## config.mk

```make
export PLATFORM = sky130hd
export DESIGN_NAME = spi_out_arbiter
export DESIGN_NICKNAME = d
export VERILOG_FILES = /design/src/rtl/spi_out_arbiter.sv
export SDC_FILE = /design/constraint.sdc
export NUM_CORES = 1
export LEC_CHECK = 0
export BUFFER_PORTS_ARGS = -buffer_cell sky130_fd_sc_hd__buf_4
export CORE_MARGIN = 2
export CORE_UTILIZATION = 40
export CTS_BUF_LIST = sky130_fd_sc_hd__clkbuf_4
export DETAILED_ROUTE_END_ITERATION = 12
export PLACE_DENSITY = 0.72
export SKIP_LAST_GASP = 1
export SYNTH_ARGS = -nofsm -noshare
export SYNTH_HDL_FRONTEND = slang
export SYNTH_SLANG_ARGS = --single-unit
```

## constraint.sdc

```tcl
create_clock -name i_clk -period 3.92 [get_ports i_clk]
set_clock_uncertainty 0.2 [all_clocks]
set_input_delay 0.196 -clock i_clk [delete_from_list [all_inputs] [get_ports i_clk]]
set_output_delay 0.196 -clock i_clk [all_outputs]
set_load 0.05 [all_outputs]
```

## src/rtl/spi_out_arbiter.sv

```systemverilog
// spi_out_arbiter: round-robin sharing of one SPI master among NREQ requesters,
// holding the winner's word, enforcing an idle gap and aborting if cs never drops.
module spi_out_arbiter #(
    parameter int BITS    = 4,
    parameter int NREQ    = 2,
    parameter int GAP     = 2,
    parameter int TIMEOUT = 8,
    localparam int IW     = (NREQ > 2) ? $clog2(NREQ) : 1
) (
    input  logic                 i_clk,
    input  logic                 i_reset,
    input  logic [NREQ-1:0]      i_req,
    input  logic [NREQ*BITS-1:0] i_req_data,
    output logic [NREQ-1:0]      o_ack,
    output logic [NREQ-1:0]      o_done,
    output logic                 o_err,
    output logic                 o_busy,
    output logic [IW-1:0]        o_grant_id,
    output logic                 o_spi_start,
    output logic [BITS-1:0]      o_spi_data,
    input  logic                 i_spi_cs
);
    typedef enum logic [2:0] {IDLE, START, WAIT_LO, WAIT_HI, GAPS} state_t;
    localparam state_t POST = (GAP == 0) ? IDLE : GAPS;

    state_t            r_state, w_state_n;
    logic [IW-1:0]     r_rr, w_pick, w_rr_n;
    logic [7:0]        r_timer, r_gap;
    logic [2*NREQ-1:0] w_rot;
    logic [IW:0]       w_sum;
    logic [BITS-1:0]   w_word;
    logic [NREQ-1:0]   w_ack_n, w_done_n;
    logic              w_grant, w_timeout, w_err_n, w_start_n;

    // Rotating the doubled request vector puts the rr pointer at bit 0.
    assign w_rot     = {i_req, i_req} >> r_rr;
    assign w_grant   = r_state == IDLE && i_spi_cs && |i_req;
    assign w_timeout = r_state == WAIT_LO && i_spi_cs && r_timer == 8'(TIMEOUT - 1);
    assign w_rr_n    = (w_pick == IW'(NREQ - 1)) ? '0 : w_pick + IW'(1);

    always_comb begin
        w_pick = '0;
        w_sum  = '0;
        for (int k = NREQ - 1; k >= 0; k--) begin
            w_sum = {1'b0, r_rr} + (IW + 1)'(k);
            if (w_sum >= (IW + 1)'(NREQ)) w_sum = w_sum - (IW + 1)'(NREQ);
            if (w_rot[k]) w_pick = w_sum[IW-1:0];
        end
    end

    always_comb begin
        w_word = '0;
        for (int i = 0; i < NREQ; i++)
            if (w_pick == IW'(i)) w_word = i_req_data[i*BITS +: BITS];
    end

    always_ff @(posedge i_clk or posedge i_reset)
        if (i_reset) r_state <= IDLE;
        else         r_state <= w_state_n;

    always_comb begin
        w_state_n = r_state;
        case (r_state)
            IDLE:    w_state_n = w_grant ? START : IDLE;
            START:   w_state_n = WAIT_LO;
            WAIT_LO: w_state_n = !i_spi_cs ? WAIT_HI : (w_timeout ? POST : WAIT_LO);
            WAIT_HI: w_state_n = i_spi_cs ? POST : WAIT_HI;
            GAPS:    w_state_n = (r_gap == 8'(GAP - 1)) ? IDLE : GAPS;
            default: w_state_n = IDLE;
        endcase
    end

    always_comb begin
        w_ack_n   = w_grant ? NREQ'(1) << w_pick : '0;
        w_done_n  = (r_state == WAIT_HI && i_spi_cs) ? NREQ'(1) << o_grant_id : '0;
        w_err_n   = w_timeout;
        w_start_n = r_state == START;
    end

    always_ff @(posedge i_clk or posedge i_reset) begin
        if (i_reset) begin
            o_ack       <= '0;
            o_done      <= '0;
            o_err       <= 1'b0;
            o_busy      <= 1'b0;
            o_grant_id  <= '0;
            o_spi_start <= 1'b0;
            o_spi_data  <= '0;
            r_rr        <= '0;
            r_timer     <= '0;
            r_gap       <= '0;
        end else begin
            o_ack       <= w_ack_n;
            o_done      <= w_done_n;
            o_err       <= w_err_n;
            o_spi_start <= w_start_n;
            o_busy      <= w_state_n != IDLE;
            if (w_grant) begin
                o_grant_id <= w_pick;
                o_spi_data <= w_word;
                r_rr       <= w_rr_n;
            end
            r_timer <= (r_state == START) ? 8'd0 :
                       (r_state == WAIT_LO && r_timer != 8'hFF) ? r_timer + 8'd1 : r_timer;
            r_gap   <= (r_state != GAPS) ? 8'd0 : (r_gap != 8'hFF) ? r_gap + 8'd1 : r_gap;
        end
    end
endmodule

```

# After elaboration in Yosys (flattened, before gate mapping)
# Cells that the tools add are included.
[classes]
mux = 18
eq_ne = 9
magnitude_cmp = 2
n_shift = 3
n_reduce_logical = 11
add_sub_neg = 6
[ops]
columns = ["cell", "count"]
rows = [
  ["$mux 8", 4],
  ["$add 8x1->8 const B", 2],
  ["$ne 8x8->1 const B", 2],
  ["$pmux 3 s5", 1],
  ["$mux 3", 4],
  ["$eq 8x1->1 const B", 1],
  ["$eq 8x3->1 const B", 1],
  ["$eq 3x2->1 const B", 2],
  ["$logic_and 1x1->1", 6],
  ["$mux 1", 6],
  ["$mux 2", 2],
  ["$mux 4", 1],
  ["$reduce_bool 2->1", 2],
  ["$shl 1x1->2 const A", 2],
  ["$shr 4x1->2", 1],
  ["$eq 3x1->1 const B", 1],
  ["$eq 3x3->1 const B", 1],
  ["$logic_not 3->1", 1],
  ["$ne 3x3->1 const B", 1],
  ["$reduce_bool 3->1", 1],
  ["$add 1x1->2 const B", 1],
  ["$ge 1x2->1 const B", 1],
  ["$ge 2x2->1 const B", 1],
  ["$reduce_or 2->1", 1],
  ["other kinds (2)", 3],
]
[word_totals]
out_inout_bits = 12
regBits = 32
word_cells = 60
input_bits = 13

# Depth between registers and ports, before layout
# Gate-level depths: netlist (run 1).
[depth]
depth_word = 7
mapped_depth = 6
mapped_depth_nobuf = 6

# Worst setup path before layout (run 1)
# Ideal clock, no wire load.
[synth_path]
path_type = "flip-flop to flip-flop"
from = "reg r_state[2]"
to = "reg o_busy"
required_time_ps = 3589
n_path_buf = 1
arrival_time_ps = 1602
slack_ps = 1987
setup_time_ps = 131
path_stages_with_launch = 6
period_less_slack_ps = 1933
path_cell_list = "dfrtp_1 > buf_2 > or3b_4 > nor4_4 > o21ai_2 > or3_1"
[synth_via]
elab_chain_cells = 7
word_cells_on_any_way = 14
classes_between = "eq/ne (4); mux (4); reduce/logical (6)"
[synth_lines]
columns = ["item", "line_no", "text"]
rows = [
  ["from (decl)", "26", "state_t r_state, w_state_n;"],
  ["from (signal assigned)", "59", "else r_state <= w_state_n;"],
  ["$eq 3x2->1", "38", "assign w_timeout = r_state == WAIT_LO && i_spi_cs && r_timer == 8'(TIMEOUT - 1);"],
  ["$logic_and 1x1->1 (2 in series)", "38", ""],
  ["via w_err_n", "33", "logic w_grant, w_timeout, w_err_n, w_start_n;"],
  ["$mux 3 (2 in series)", "66", "WAIT_LO: w_state_n = !i_spi_cs ? WAIT_HI : (w_timeout ? POST : WAIT_LO);"],
  ["$pmux 3 s5", "63", "case (r_state)"],
  ["via w_state_n[1]", "26", ""],
  ["$reduce_bool 3->1", "97", "o_busy <= w_state_n != IDLE;"],
  ["to (signal assigned)", "85", "o_busy <= 1'b0;"],
  ["to (signal assigned)", "97", ""],
  ["to (decl)", "17", "output logic o_busy,"],
]
# The timed path passes the listed nets, and every way through them passes these cells.
# A chain may end at the register's enable or synchronous reset.

# Worst setup path after layout (run 1)
[layout_path]
from = "reg r_state[1]"
to = "reg o_spi_data[1]"
[layout_via]
elab_chain_cells = 3
[layout_lines]
columns = ["item", "line_no", "text"]
rows = [
  ["$logic_not 3->1", "37", "assign w_grant = r_state == IDLE && i_spi_cs && |i_req;"],
  ["$logic_and 1x1->1 (2 in series)", "37", ""],
  ["to (signal assigned)", "100", "o_spi_data <= w_word;"],
  ["to (decl)", "20", "output logic [BITS-1:0] o_spi_data,"],
]
# No other way between the ends.

==> results of run 1 <==
==> metal layers <==
layer / GRT usage / share of wire / vias to the layer above
met5: 0 / 0 / -
met4: 0.0459 / 0.0054 / 0
met3: 0.0591 / 0.049 / 2
met2: 0.295 / 0.51 / 39
met1: 0.177 / 0.44 / 608
li1: - / - / 627
==> logic make-up after synthesis <==
kind of cell / after synthesis / synth area share
flip-flops: 32 / 0.506
multiplexers: 3 / 0.0190
adder cells (fa/ha/maj): 3 / 0.0237
buffers and inverters: 10 / 0.0324
XOR/XNOR: 5 / 0.0277
AND/OR/NAND/NOR: 65 / 0.240
AO/OA/AOI/OAI: 32 / 0.152
==> cell usage in the layout (no fill, tap or decap), drive strengths merged, types with 2 or more instances in the layout <==
cell type | synthesis | routed
dfrtp | 32 | 32
buf | 4 | 25
nor2 | 14 | 14
nand2 | 14 | 14
dlygate4sd3 | 0 | 12
and3 | 7 | 7
a21oi | 7 | 7
o21ai | 7 | 7
or3 | 5 | 5
clkbuf | 2 | 5
a221o | 4 | 4
nand3 | 4 | 4
a211oi | 4 | 4
xnor2 | 4 | 4
inv | 4 | 4
nand2b | 3 | 3
nand4 | 3 | 3
mux2i | 3 | 3
nor3 | 3 | 3
ha | 3 | 3
nor4 | 3 | 3
o21a | 2 | 2
nor3b | 2 | 2
a2111oi | 2 | 2
a31oi | 2 | 2
o31ai | 2 | 2
clkinv | 0 | 2
or3b | 2 | 2
==> state kept, by name (all words and copies together) (netlist names), 2 cells and up <==
name / cells
o_done: 2
r_timer: 8
r_gap: 8
r_state: 3
o_ack: 2
o_spi_data: 4
==> layout make-up <==
type / instances / area share
clock buffers: 5 / 0.0189
repair buffers: 37 / 0.155
flip-flops and latches: 32 / 0.403
clock inverters: 3 / 0.0189
well taps: 48 / 0.0302
inverters: 4 / 0.00755
multi-input cells: 108 / 0.367
==> path summary, 6_finish.rpt <==
| check | from | endpoint | slack, ns | cells after the start |
|---|---|---|---|---|
| max in group asynchronous | i_reset | r_timer[6] | 2.93 | 4 |
| min in group asynchronous | i_reset | r_gap[0] | 0.28 | 4 |
| worst min register to register | o_grant_id | o_done[0] | 0.29 | 1 |
| worst max-delay path | r_state[1] | o_spi_data[1] | 1.31 | 4 |
| worst max register to register | r_state[1] | o_spi_data[1] | 1.31 | 4 |
| worst min-delay path | i_req[0] | r_rr | 0.10 | 4 |
==> tightest hold or removal path, cell delays in order <==
cell    delay, ns
buf_4        0.09
o21a_1       0.18
nor2_1       0.06
nor2_1       0.07
==> report_power, final <==
group          internal (mW)  switching (mW)  leakage, nW
logic                  0.209           0.302        0.427
registers              0.409          0.0802        0.425
clock network          0.130           0.109       0.0403
==> synth_stat cells (2+ instances only) <==
cell type | count | share of area
dfrtp_1 | 32 | 0.51
nand2_1 | 14 | 0.033
nor2_1 | 14 | 0.033
a21oi_1 | 7 | 0.022
and3_1 | 7 | 0.028
or3_1 | 5 | 0.020
a211oi_1 | 4 | 0.019
a221o_1 | 4 | 0.025
inv_1 | 4 | 0.0095
nand3_1 | 4 | 0.013
o21ai_0 | 4 | 0.013
xnor2_1 | 4 | 0.022
ha_1 | 3 | 0.024
mux2i_1 | 3 | 0.019
nand2b_1 | 3 | 0.012
nand4_1 | 3 | 0.012
nor3_1 | 3 | 0.0095
a2111oi_2 | 2 | 0.019
a31oi_1 | 2 | 0.0079
buf_2 | 2 | 0.0063
clkbuf_1 | 2 | 0.0047
nor3b_1 | 2 | 0.0095
nor4_4 | 2 | 0.027
o21a_1 | 2 | 0.0095
o21ai_1 | 2 | 0.0063
o31ai_1 | 2 | 0.0095
==> metrics by stage <==
step                total power, mW  worst slack (ns)  utilization
floorplan                     0.851              1.99            -
global route                   1.32              1.07        0.531
finish                         1.24              1.31        0.531
global placement              0.947              1.95        0.479
CTS                            1.25              1.37        0.531
detailed placement            0.964              1.85        0.479
==> run summary, run 1 <==
Worst-path fanout max -> 10
Placed Instances -> 217
Layout area overhead -> 25.7%
Fill count -> 342
Post-synth EDFFs -> 0
FP Rows -> 22
Buffers on Ports -> 24
Max stage delay on crit path -> 0.55 ns
Crit path kind -> reg2reg
Gr usage total -> 0.163
H-tree depth -> 2
Synthesized Nets -> 166
Slew @ Worst Pin -> 1.03 ns
Initial DRT Pass Iterations -> 4
Iter 0 DRT Violations -> 78
Hold Vio Cnt, Final -> 0
CP Buf/Inv Count -> 1
TNS Setup -> 0 ns
CP max-delay cell -> nor4b_1
CTS sink count -> 32
Critical Path Start Type -> flip-flop
Worst EP required -> 3.94 ns
RSZ-0062 raised after global routing -> false
Setup violations, final -> 0
First-pass GRT wire length -> 5440 um
CTS tree -> yes
Ys async rst share -> 1.00
Final HPWL DP -> 2290 um
Worst Hold Class -> in2reg
Storage cell area -> 801 um2
Tmin final -> 2.61 ns
Die Height -> 66.9 um
Post-CTS Setup Bufs -> 0
Layout Cells excl Fill -> 237
VDD IR max -> 466 uV
Die area -> 4480 um2
Synth Area per Inst -> 10.6 um2
Total CTS buffers -> 5
Worst-skew pair later-pin latency -> 0.34 ns
N_diodes -> 0
Relative slew slack -> 0.313
Register bit total from synthesis -> 32
Fmax achieved -> 0.383 GHz
Max Cap Viol -> 0
Root buf cell -> clkbuf_4
Crit path max-delay family -> compound AO/OA/AOI/OAI gates
Critical Path Sink Type -> flip-flop
Outcome -> completed
Post-Route WL -> 3170 um
Remaining antenna violation count -> 0
Proportion of layout cells with a drive suffix above 1 -> 0.201
Post-CTS Resized -> 0
Ys Warns -> 0
Initial antenna violation count -> 0
Via count -> 1276
Overflow after GRT -> 0
Seq/Total Area, Yosys -> 0.506
Fin nets -> 204
Hold_buf cts -> 12
Mapped cell area -> 1580 um2
Mapped Cells -> 150
WP data arrival -> 2.63 ns
Crit share post-route -> 0.666
DP Area -> 1790 um2
Vias in the first global route -> 1276
WL/cell -> 13.4 um
Area occupied by multi-input gates -> 731 um2
Placer Congestion -> 0.877
Leakage -> 0.892 nW
Core box area -> 3740 um2
Starting Density -> 0.423
Largest net degree at the start of global routing -> 33
Yosys cell types -> 40
Drt via density -> 5.38
DRC -> 0
Max Slew Vio Count -> 0
Max Buffers Root-to-Sink -> 2
Die width -> 66.9 um
Crit path cell chain -> nor4b_1 -> o21ai_1 -> a221o_1 -> dlygate4sd3_1
Clock-pin slew on the worst setup and hold paths -> 0.11 ns
Io pins -> 25
Final Instance Area -> 1990 um2
Hold WS -> 0.104 ns
Power per Cell Area -> 624 nW/um2
Synth Flop Type -> dfrtp_1
Note: power is estimated with default switching activity, not from simulation.
==> run 2, diff against run 1 <==
--- a/config.mk
+++ b/config.mk
@@ -10,7 +10,7 @@
 export CORE_UTILIZATION = 40
 export CTS_BUF_LIST = sky130_fd_sc_hd__clkbuf_4
 export DETAILED_ROUTE_END_ITERATION = 12
-export PLACE_DENSITY = 0.72
+export PLACE_DENSITY = 0.74
 export SKIP_LAST_GASP = 1
 export SYNTH_ARGS = -nofsm -noshare
 export SYNTH_HDL_FRONTEND = slang
==> constraint.sdc (replaced) <==
create_clock -name i_clk -period 2.3 [get_ports i_clk]
set_clock_uncertainty 0.2 [all_clocks]
set_input_delay 0.115 -clock i_clk [delete_from_list [all_inputs] [get_ports i_clk]]
set_output_delay 0.115 -clock i_clk [all_outputs]
set_load 0.05 [all_outputs]
==> run summary, run 2 (synthesis results as in run 1) <==
R2r setup slk -> 0.18 ns
CP Depth -> 4
Commonest non-fill, non-tap cell in the layout -> dfrtp_1
Core box area -> 3740 um2
Initial DRT Pass Iterations -> 4
Root buf cell -> clkbuf_4
Relative slew slack -> 0.629
Final HPWL DP -> 2250 um
Fmax achieved -> 0.471 GHz
WP data arrival -> 2.17 ns
Setup violations, final -> 0
Placer Congestion -> 0.898
Most frequent cells in the layout -> 32 x dfrtp_1, 26 x buf_4, 14 x nor2_1, 14 x nand2_1, 12 x dlygate4sd3_1
Layout area overhead -> 26.9%
VDD IR max -> 711 uV
Worst EP required -> 2.35 ns
Max Cap Viol -> 0
Crit path kind -> reg2reg
Gr usage total -> 0.173
CTS sink count -> 32
Io pins -> 25
Max stage delay on crit path -> 0.58 ns
Crit share post-route -> 0.923
Critical Path Sink Type -> flip-flop
N_diodes -> 0
CTS tree -> yes
Total CTS buffers -> 5
Fin nets -> 205
FF-to-FF Start -> r_state[2]
Proportion of layout cells with a drive suffix above 1 -> 0.205
Area occupied by multi-input gates -> 742 um2
Largest net degree at the start of global routing -> 33
Max Buffers Root-to-Sink -> 2
R2R depth -> 4
Clock-pin slew on the worst setup and hold paths -> 0.10 ns
Power, Total -> 2.07 mW
TNS Setup -> 0 ns
Die area -> 4480 um2
Worst-skew pair later-pin latency -> 0.33 ns
Iter 0 DRT Violations -> 99
Vias in the first global route -> 1345
Leakage -> 0.893 nW
Die width -> 66.9 um
Starting Density -> 0.423
Remaining antenna violation count -> 0
Overflow after GRT -> 0
DRC -> 0
First-pass GRT wire length -> 5870 um
Initial antenna violation count -> 0
RR Endpoint -> r_gap[3]
H-tree depth -> 2
Worst Hold Class -> in2async
CP Buf/Inv Count -> 0
FP Rows -> 22
Crit path cell chain -> or3b_1 -> nor4_4 -> o21ai_1 -> a21oi_1
Drt via density -> 5.47
Via count -> 1303
WL/cell -> 13.8 um
Fill count -> 358
Power per Cell Area -> 1030 nW/um2
Worst-path fanout max -> 11
Tmin final -> 2.12 ns
Hold Vio Cnt, Final -> 0
Max Slew Vio Count -> 0
Crit path max-delay family -> simple AND/OR/NAND/NOR gates
Slew @ Worst Pin -> 0.549 ns
Buffers on Ports -> 24
CP max-delay cell -> or3b_1
Die Height -> 66.9 um
Regs by FF count -> r_gap (8), r_timer (8), o_spi_data (4)
Critical Path Start Type -> flip-flop
Outcome -> completed
Post-Route WL -> 3280 um
RSZ-0062 raised after global routing -> false
Storage cell area -> 801 um2
==> run 2: changes by cell type in the layout (fill, tap and decap cells not counted), sizes merged <==
cell / previous run / this run
buf: 25 / 26
==> run 2: stage by stage <==
step	util	hold slack, ns	setup slack, ns	std cells	instance area [um2]
floorplan	-	0.00168	0.367	150	1580
detailed placement	0.481	0.0345	0.211	218	1800
global route	0.536	0.298	0.0403	238	2010
CTS	0.533	0.232	0.194	238	2000
finish	0.536	0.235	0.178	238	2010
global placement	0.481	0.0219	0.337	218	1800
==> run 2: final cells by class <==
type,instances,area share
Sequential cell,32,0.399
Multi-Input combinational cell,108,0.369
Timing Repair Buffer,38,0.157
Clock buffer,5,0.0187
Clock inverter,3,0.0187
Inverter,4,0.00748
Tap cell,48,0.0299
==> run 2: repair_timing <==
item,in CTS,in global routing
hold buffers,12,0
buffers inserted,0,0
setup endpoints to repair,0,2
hold endpoints to repair,43,0
gates resized for setup,0,1
==> run 2: worst max path at each step <==
stage,slack (ns),endpoint,start
5_1_grt,0.04,r_gap[3],r_state[2]
6_report,0.18,r_gap[3],r_state[2]
4_1_cts,0.19,r_gap[2],r_state[2]
3_3_place_gp,0.34,o_busy,r_state[1]
3_5_place_dp,0.21,o_spi_data[0],r_state[0]
2_1_floorplan,0.37,o_busy,r_state[2]
==> run 2: power breakdown <==
part	switching [mW]	internal [mW]
Combinational	0.516	0.316
Clock	0.187	0.222
Sequential	0.135	0.698
==> run 2: worst register-to-register path, cell delays in order, from the launching register on <==
cell     delay [ns]
dfrtp_1        0.51
or3b_1         0.59
nor4_4         0.45
o21ai_1        0.15
a21oi_1        0.15
==> run 2: layer usage <==
| layer | vias up | global-route usage | part of all wire |
|---|---|---|---|
| met5 | - | 0 | 0 |
| met4 | 0 | 0.0612 | 0.018 |
| met3 | 6 | 0.0456 | 0.055 |
| met2 | 53 | 0.293 | 0.49 |
| met1 | 619 | 0.213 | 0.44 |
| li1 | 625 | - | - |
